==> config.mk <==
export PLATFORM = sky130hd
export DESIGN_NAME = mult_seq
export DESIGN_NICKNAME = d
export VERILOG_FILES = /design/src/rtl/mult_seq.sv
export SDC_FILE = /design/constraint.sdc
export NUM_CORES = 1
export LEC_CHECK = 0
export CORE_MARGIN = 2
export CORE_UTILIZATION = 62
export CTS_CLUSTER_DIAMETER = 200
export DETAILED_ROUTE_END_ITERATION = 8
export GPL_TIMING_DRIVEN = 0
export PLACE_DENSITY = 0.95
export SYNTH_ARGS = -nofsm -noshare
export SYNTH_HDL_FRONTEND = slang
export SYNTH_SLANG_ARGS = --single-unit
==> constraint.sdc <==
create_clock -name clk -period 5.4 [get_ports clk]
set_input_delay 0.81 -clock clk [delete_from_list [all_inputs] [get_ports clk]]
set_output_delay 0.81 -clock clk [all_outputs]
set_load 0.03 [all_outputs]
==> src/rtl/mult_seq.sv <==
// rtl/mult_seq.sv - iterative shift-add signed/unsigned multiplier
//
// Purpose: multiplies two WIDTH-bit operands (MULT / MULTU) by retiring
// RADIX_BITS multiplier bits per clock through a single adder of
// WIDTH+RADIX_BITS bits. Signed products are formed on magnitudes and the
// sign is applied in a final fix-up cycle. Latency is WIDTH/RADIX_BITS+1
// edges from the accepted start to done, independent of operand values.
//
// Ports:
//   clk        rising-edge clock
//   reset      asynchronous active-low reset
//   start      request a multiply; only sampled while idle
//   sign_mode  1 = signed, 0 = unsigned; sampled with start
//   a          multiplicand; sampled with start
//   b          multiplier; sampled with start
//   busy       high while an operation is in flight (RUN or FIX)
//   done       one-cycle pulse when z has just been updated
//   z          2*WIDTH-bit product register, held until the next completion

module mult_seq #(
   parameter int WIDTH      = 32,
   parameter int RADIX_BITS = 2
) (
   input  logic                 clk,
   input  logic                 reset,
   input  logic                 start,
   input  logic                 sign_mode,
   input  logic [WIDTH-1:0]     a,
   input  logic [WIDTH-1:0]     b,
   output logic                 busy,
   output logic                 done,
   output logic [2*WIDTH-1:0]   z
);

   localparam int N  = WIDTH / RADIX_BITS;
   localparam int CW = (N > 1) ? $clog2(N) : 1;
   localparam logic [CW-1:0] CNT_LOAD = CW'(N - 1);
   localparam logic [CW-1:0] CNT_ONE  = CW'(1);

   typedef enum logic [1:0] {IDLE, RUN, FIX} state_t;

   state_t                    state;
   state_t                    state_next;

   logic [WIDTH-1:0]          mcand;
   logic [2*WIDTH-1:0]        p;
   logic [CW-1:0]             cnt;
   logic                      neg;

   logic [WIDTH-1:0]          mag_a;
   logic [WIDTH-1:0]          mag_b;
   logic [WIDTH+RADIX_BITS-1:0] partial;
   logic [WIDTH+RADIX_BITS:0]   sum;
   logic [2*WIDTH-1:0]        p_shift;

   // Magnitudes: -(most negative) wraps to 2^(W-1), which is exactly the
   // right unsigned magnitude, so no extra bit is needed.
   always_comb begin
      mag_a = (sign_mode && a[WIDTH-1]) ? -a : a;
      mag_b = (sign_mode && b[WIDTH-1]) ? -b : b;
   end

   // One radix step: add mcand * (low multiplier digit) into the upper half
   // and shift the whole accumulator right by one digit. The sum carries one
   // spare bit so no carry can be dropped before the shift.
   always_comb begin
      partial = {{RADIX_BITS{1'b0}}, mcand} * {{WIDTH{1'b0}}, p[RADIX_BITS-1:0]};
      sum     = {1'b0, partial} + {{(RADIX_BITS+1){1'b0}}, p[2*WIDTH-1:WIDTH]};
      p_shift = (2*WIDTH)'({sum, p[WIDTH-1:0]} >> RADIX_BITS);
   end

   always_ff @(posedge clk or negedge reset) begin
      if (!reset) begin
         state <= IDLE;
      end else begin
         state <= state_next;
      end
   end

   always_comb begin
      state_next = state;
      busy       = 1'b0;
      case (state)
         IDLE: begin
            if (start) begin
               state_next = RUN;
            end
         end
         RUN: begin
            busy = 1'b1;
            if (cnt == '0) begin
               state_next = FIX;
            end
         end
         FIX: begin
            busy       = 1'b1;
            state_next = IDLE;
         end
         default: begin
            state_next = IDLE;
         end
      endcase
   end

   always_ff @(posedge clk or negedge reset) begin
      if (!reset) begin
         mcand <= '0;
         p     <= '0;
         cnt   <= '0;
         neg   <= 1'b0;
         z     <= '0;
         done  <= 1'b0;
      end else begin
         done <= 1'b0;
         case (state)
            IDLE: begin
               if (start) begin
                  mcand <= mag_a;
                  p     <= {{WIDTH{1'b0}}, mag_b};
                  cnt   <= CNT_LOAD;
                  neg   <= sign_mode & (a[WIDTH-1] ^ b[WIDTH-1]);
               end
            end
            RUN: begin
               p <= p_shift;
               if (cnt != '0) begin
                  cnt <= cnt - CNT_ONE;
               end
            end
            FIX: begin
               z    <= neg ? -p : p;
               done <= 1'b1;
            end
            default: begin
            end
         endcase
      end
   end

endmodule

# Word level (Yosys, flattened, before mapping)
# Cells that the tools add are included.
dict set report op_classes {
  addsub 5
  multipliers 1
  n_eq_ne 5
  muxes 13
  n_bitwise 2
  reduce_logical 11
}
# op count
set op_table {}
lappend op_table {{$mux 64} 2}
lappend op_table {{$pmux 64 s2} 1}
lappend op_table {{$mux 32} 2}
lappend op_table {{$neg 32->32} 2}
lappend op_table {{$neg 64->64} 1}
lappend op_table {{$add 34x32->34} 1}
lappend op_table {{$mul 32x2->34} 1}
lappend op_table {{$mux 4} 2}
lappend op_table {{$pmux 4 s2} 1}
lappend op_table {{$ne 2x2->1 const B} 3}
lappend op_table {{$reduce_and 2->1} 3}
lappend op_table {{$logic_not 4->1} 1}
lappend op_table {{$mux 2} 2}
lappend op_table {{$pmux 2 s2} 1}
lappend op_table {{$reduce_bool 4->1} 1}
lappend op_table {{$sub 4x1->4 const B} 1}
lappend op_table {{$reduce_and 3->1} 1}
lappend op_table {{$eq 2x1->1 const B} 1}
lappend op_table {{$eq 2x2->1 const B} 1}
lappend op_table {{$logic_and 1x1->1} 2}
lappend op_table {{$logic_not 2->1} 1}
lappend op_table {{$mux 1} 2}
lappend op_table {{$reduce_bool 2->1} 1}
lappend op_table {{$reduce_or 2->1} 1}
lappend op_table {{2 further kinds} 2}
dict set report word_totals {
  register_bits 168
  in_bits 68
  word_cells 44
}

# Longest topological paths before layout
dict set report depth {
  ltp_word 4
  ltp_mapped 14
  depth_no_buf 12
}

# Least setup slack after synthesis
# OpenSTA, ideal clock, no wires.
dict set report synth_timing {
  path_type {register to register}
  from {register p[1]}
  to {register p[56]}
  setup_time_ps 124
  arrival_ps 3256
  required_ps 5276
  slack_ps 2020
  path_stages_with_launch 15
  cell_sequence {dfrtp_1 clkbuf_1 clkbuf_1 nand2_1 fa_1 inv_1 ha_1 clkbuf_1 nand2_1 a21oi_1 o2111ai_1 o21ai_0 a21oi_1 and4b_1 a211o_1}
}
dict set report synth_between {
  elab_chain_len 3
}
# element line_no
set synth_lines {}
lappend synth_lines {{start, declared} 46} ;# logic [2*WIDTH-1:0] p;
lappend synth_lines {{start signal, assigned} 119} ;# p <= {{WIDTH{1'b0}}, mag_b};
lappend synth_lines {{start signal, assigned} 125} ;# p <= p_shift;
lappend synth_lines {{$mul 32x2->34} 67} ;# partial = {{RADIX_BITS{1'b0}}, mcand} * {{WIDTH{1'b0}}, p[RADIX_BITS-1:0]};
lappend synth_lines {{$add 34x32->34} 68} ;# sum = {1'b0, partial} + {{(RADIX_BITS+1){1'b0}}, p[2*WIDTH-1:WIDTH]};
lappend synth_lines {{$pmux 64 s2} 115} ;# case (state)
# Every way passes these cells.
# A chain may end at the register's enable or synchronous reset.

# Final worst setup path
dict set report layout_timing {
  from {register p[0]}
  to {register p[56]}
}
# The elaborated chain is that of the path after synthesis.

==> metrics.md <==
| Metric | Value |
|---|---|
| Fin nets | between 1500 and 2000 |
| Setup crit end kind | flip-flop |
| Hold WC Path Type | input pin to asynchronous set/reset pin |
| Async set or reset register ratio after synthesis | 100% |
| Worst path bufs/invs | 4 |
| Vias in the first global route | 11300 |
| Post-synth top area share | a little over a third |
| #FFs+latches synth | roughly 170 |
| Initial drt markers | between 1000 and 1500 |
| RSZ-0062 raised after global routing | false |
| TritonCTS clock tree | yes |
| Post-DP HPWL | 28.8 mm |
| Tmin final | 4650 ps |
| Clk_skew | between 10 and 15 ps |
| Detail Route Antenna Nets | 0 |
| Final Max Slew Viols | 0 |
| Slowest-stage cell, CP | o21ai_0 |
| Total GRT Usage | a little under two fifths |
| Max VDD drop | 0.319 mV |
| Pin count of the biggest net entering global routing | 112 |
| Post-synth top area cell | dfrtp_1 |
| First-pass GRT wire length | 58.8 mm |
| Complex-gate fraction of the synthesized area | between 20% and 30% |
| Final number of setup-violating endpoints | 0 |
| Root Driver | clkbuf_16 |
| Total grt overflow | 0 |
| H-tree levels | 4 |
| Netlist cell types | 64 |
| DR pass1 iterations | 9 |
| Tot Pwr | roughly 8.1 mW |
| Largest family of logic cells by synthesized area | compound AO/OA/AOI/OAI gates |
| Post-synth top cells | 176 x nand2_1, 168 x dfrtp_1, 158 x a21oi_1 |
| Ys Warns | 0 |
| Initial antenna violation count | 0 |
| Gpl congestion | 1.02 |
| Worst-Skew Late Latency | ~440 ps |
| Max Fclk | 0.215 GHz |
| # DRC | 1 |
| Period utilisation layout | 86.2% |
| CP max stage delay | around 580 ps |
| Synth Area in XOR/XNOR | 10.4% |
| CTS max path bufs | 2 |
| Mapped Area | 12000 um2 |
| IO buf count | 133 |
| Vias/cell | 6.33 |
| Initial core utilization | between 60% and 70% |
| Final core occ | 75.8% |
| Die area | 20600 um2 |
| Syn Nets | 1598 |
| Area occupied by registers | 4200 um2 |
| Syn Area/Cell | between 8 and 9 um2 |
| Hold slack | about 280 ps |
| Actual slew at the worst max-slew pin | 1010 ps |
| Adder-Cell Fraction of Synth Area | 9.47% |
| I/O pin cnt | around 130 |
| CTS clk-pin slew, worst paths | 70 ps |
| Syn Inst Count | about 1500 |
| # clock sinks | 168 |
| Placeable core area | 18900 um2 |
| Pleak | 6.28 nW |
| CTS Hold Bufs | 0 |
| Failing checks | DRC |
| Footprint of the multi-input gates | roughly 7000 um2 |
| Simple-gate share of the synthesized area | between 10% and 20% |
| Worst setup path class | flip-flop to flip-flop |
| DRT Wirelength | between 30 and 40 mm |
| Setup TNS | 0 ps |
| Crit-path leading delay family | buffers and inverters |
| Routed WL per cell | approximately 20 um |
| Seq/Total Area, Yosys | a little over a third |
| Via Count | 11900 |
| Status | complete, but fails checks |
| Share of layout cells above drive strength 1 | under 10% |
| Post-CTS setup buffers | 0 |
| Die outline width | 143 um |
| Num rows | 50 |
| Critical Path RT | 5730 ps |
| Ant diodes | 0 |
| Final Hold Vio Count | 0 |
| CTS resizes | 0 |
| DIE HEIGHT | about 140 um |
| Count leader, synth | nand2_1 |
| Num CTS Buffers | 17 |
| Max-slew headroom | 31.8% |
| Fillcell total | 1371 |
| Crit Path Max Fanout | 10 |
| WP data arrival | 4990 ps |
| Synthesis-to-layout area growth | 18.9% |
| Synth Flop Type | dfrtp_1 |
| Type of element launching the critical path | flip-flop |
| Most used cell, CP | clkbuf_1 |
| Synth top area cells | dfrtp_1 35%, a21oi_1 6.6%, xnor2_1 6.0%, nand2_1 5.5%, fa_1 5.3% |
| Mux cell area share after synthesis | 0.955% |
| Cells along the critical path | clkbuf_1, clkbuf_1, nand2_1, fa_1, inv_1, ha_1, clkbuf_1, nand2_1, a21oi_1, o2111ai_1, o21ai_0, a21oi_1, and4b_1, a211o_1 |
| MaxCap Viol Count | 0 |
| Number of flops mapped to enable cells by yosys | 0 |
| PD cells | 562 nW/um2 |
-- layout make-up --
class                           count  share of cell area, %
Buffer                             81                   2.16
Clock buffer                       20                   3.19
Clock inverter                     12                  0.882
Inverter                          121                   3.17
Multi-Input combinational cell   1088                   49.4
Sequential cell                   168                   29.4
Tap cell                          260                   2.27
Timing Repair Buffer              134                   9.52
-- power breakdown --
group | leakage, nW | total (mW) | switching, mW | internal, mW
registers | 2.17 | 2.18 | 0.518 | 1.66
logic | 3.81 | 4.64 | 3.01 | 1.63
clock network | 0.289 | 1.23 | 0.590 | 0.640
total | 6.28 | 8.05 | 4.12 | 3.93
-- routing by layer --
metal,share of wire (%),GRT usage (%),up-vias
met1,39,51.8,5639
met3,13,8.40,143
li1,-,-,5359
met2,44,56.0,785
met5,0,0,-
met4,4.0,15.5,0
-- cell usage in the layout, fill, tap and decap left out, types with 6 or more instances in the layout --
| cell type | Yosys | final |
|---|---|---|
| ha_1 | 40 | 40 |
| fa_1 | 32 | 32 |
| nand4_1 | 16 | 16 |
| or4_1 | 9 | 9 |
| buf_1 | 9 | 9 |
| o21ai_0 | 107 | 107 |
| o211ai_1 | 7 | 7 |
| a21o_1 | 18 | 18 |
| clkbuf_1 | 70 | 71 |
| nor4_1 | 8 | 8 |
| nand2_1 | 176 | 176 |
| clkbuf_16 | 0 | 17 |
| a21oi_1 | 158 | 158 |
| and3_1 | 9 | 9 |
| clkdlybuf4s50_1 | 0 | 132 |
| inv_1 | 121 | 121 |
| o21bai_1 | 6 | 6 |
| nand3_1 | 17 | 17 |
| and2_1 | 11 | 11 |
| or3_1 | 17 | 17 |
| o31ai_1 | 24 | 24 |
| nor2b_1 | 6 | 6 |
| xnor2_1 | 82 | 82 |
| dfrtp_1 | 168 | 168 |
| o41ai_1 | 13 | 13 |
| mux2i_1 | 7 | 7 |
| o22ai_1 | 33 | 33 |
| xor2_1 | 61 | 61 |
| a31oi_1 | 15 | 15 |
| nor2_1 | 129 | 129 |
| nand2b_1 | 7 | 7 |
| nor3_1 | 20 | 20 |
-- registers in the layout, indices dropped and copies added (netlist names) --
signal / flops
state: 2
z: 64
mcand: 32
cnt: 4
p: 64
neg: 1
done: 1
-- worst register-to-register path, delay by kind of cell (launching register included) --
kind / cells / cell delay, ps
buf+inv: 4 / 1410
fa+ha+maj: 2 / 790
simple gates: 3 / 630
compound gates: 5 / 1400
flops: 1 / 320
-- path summary, 6_finish.rpt --
check | start | depth (start not counted) | to | slack [ps]
max | p[0]$_DFFE_PN0P_ | 14 | p[56]$_DFFE_PN0P_ | 750
max in group asynchronous | reset | 2 | p[10]$_DFFE_PN0P_ | 4230
max reg2reg | p[0]$_DFFE_PN0P_ | 14 | p[56]$_DFFE_PN0P_ | 750
min in group clk | mcand[22]$_DFFE_PN0P_ | 2 | mcand[22]$_DFFE_PN0P_ | 510
min reg2reg | mcand[22]$_DFFE_PN0P_ | 2 | mcand[22]$_DFFE_PN0P_ | 510
min | reset | 1 | mcand[20]$_DFFE_PN0P_ | 280
-- logic make-up (layout without fill, tap and decap cells) --
kind of cell / after synthesis / count (layout)
and+or+nand+nor: 444 / 444
AOI/OAI and AO/OA: 418 / 418
buffers and inverters: 202 / 368
DFF: 168 / 168
xor gates and xnor gates: 143 / 143
adders and majority gates: 72 / 72
muxes: 11 / 11
-- stage by stage --
stage | cells | setup slack, ps | area [um2]
5_1_grt | 1884 | 637 | 14300
6_report | 1884 | 746 | 14300
4_1_cts | 1884 | 933 | 14300
3_3_place_gp | 1851 | -3080 | 13700
3_5_place_dp | 1852 | 940 | 13700
2_1_floorplan | 1458 | 2020 | 12000
No activity file was read; power rests on OpenSTA's default activity.
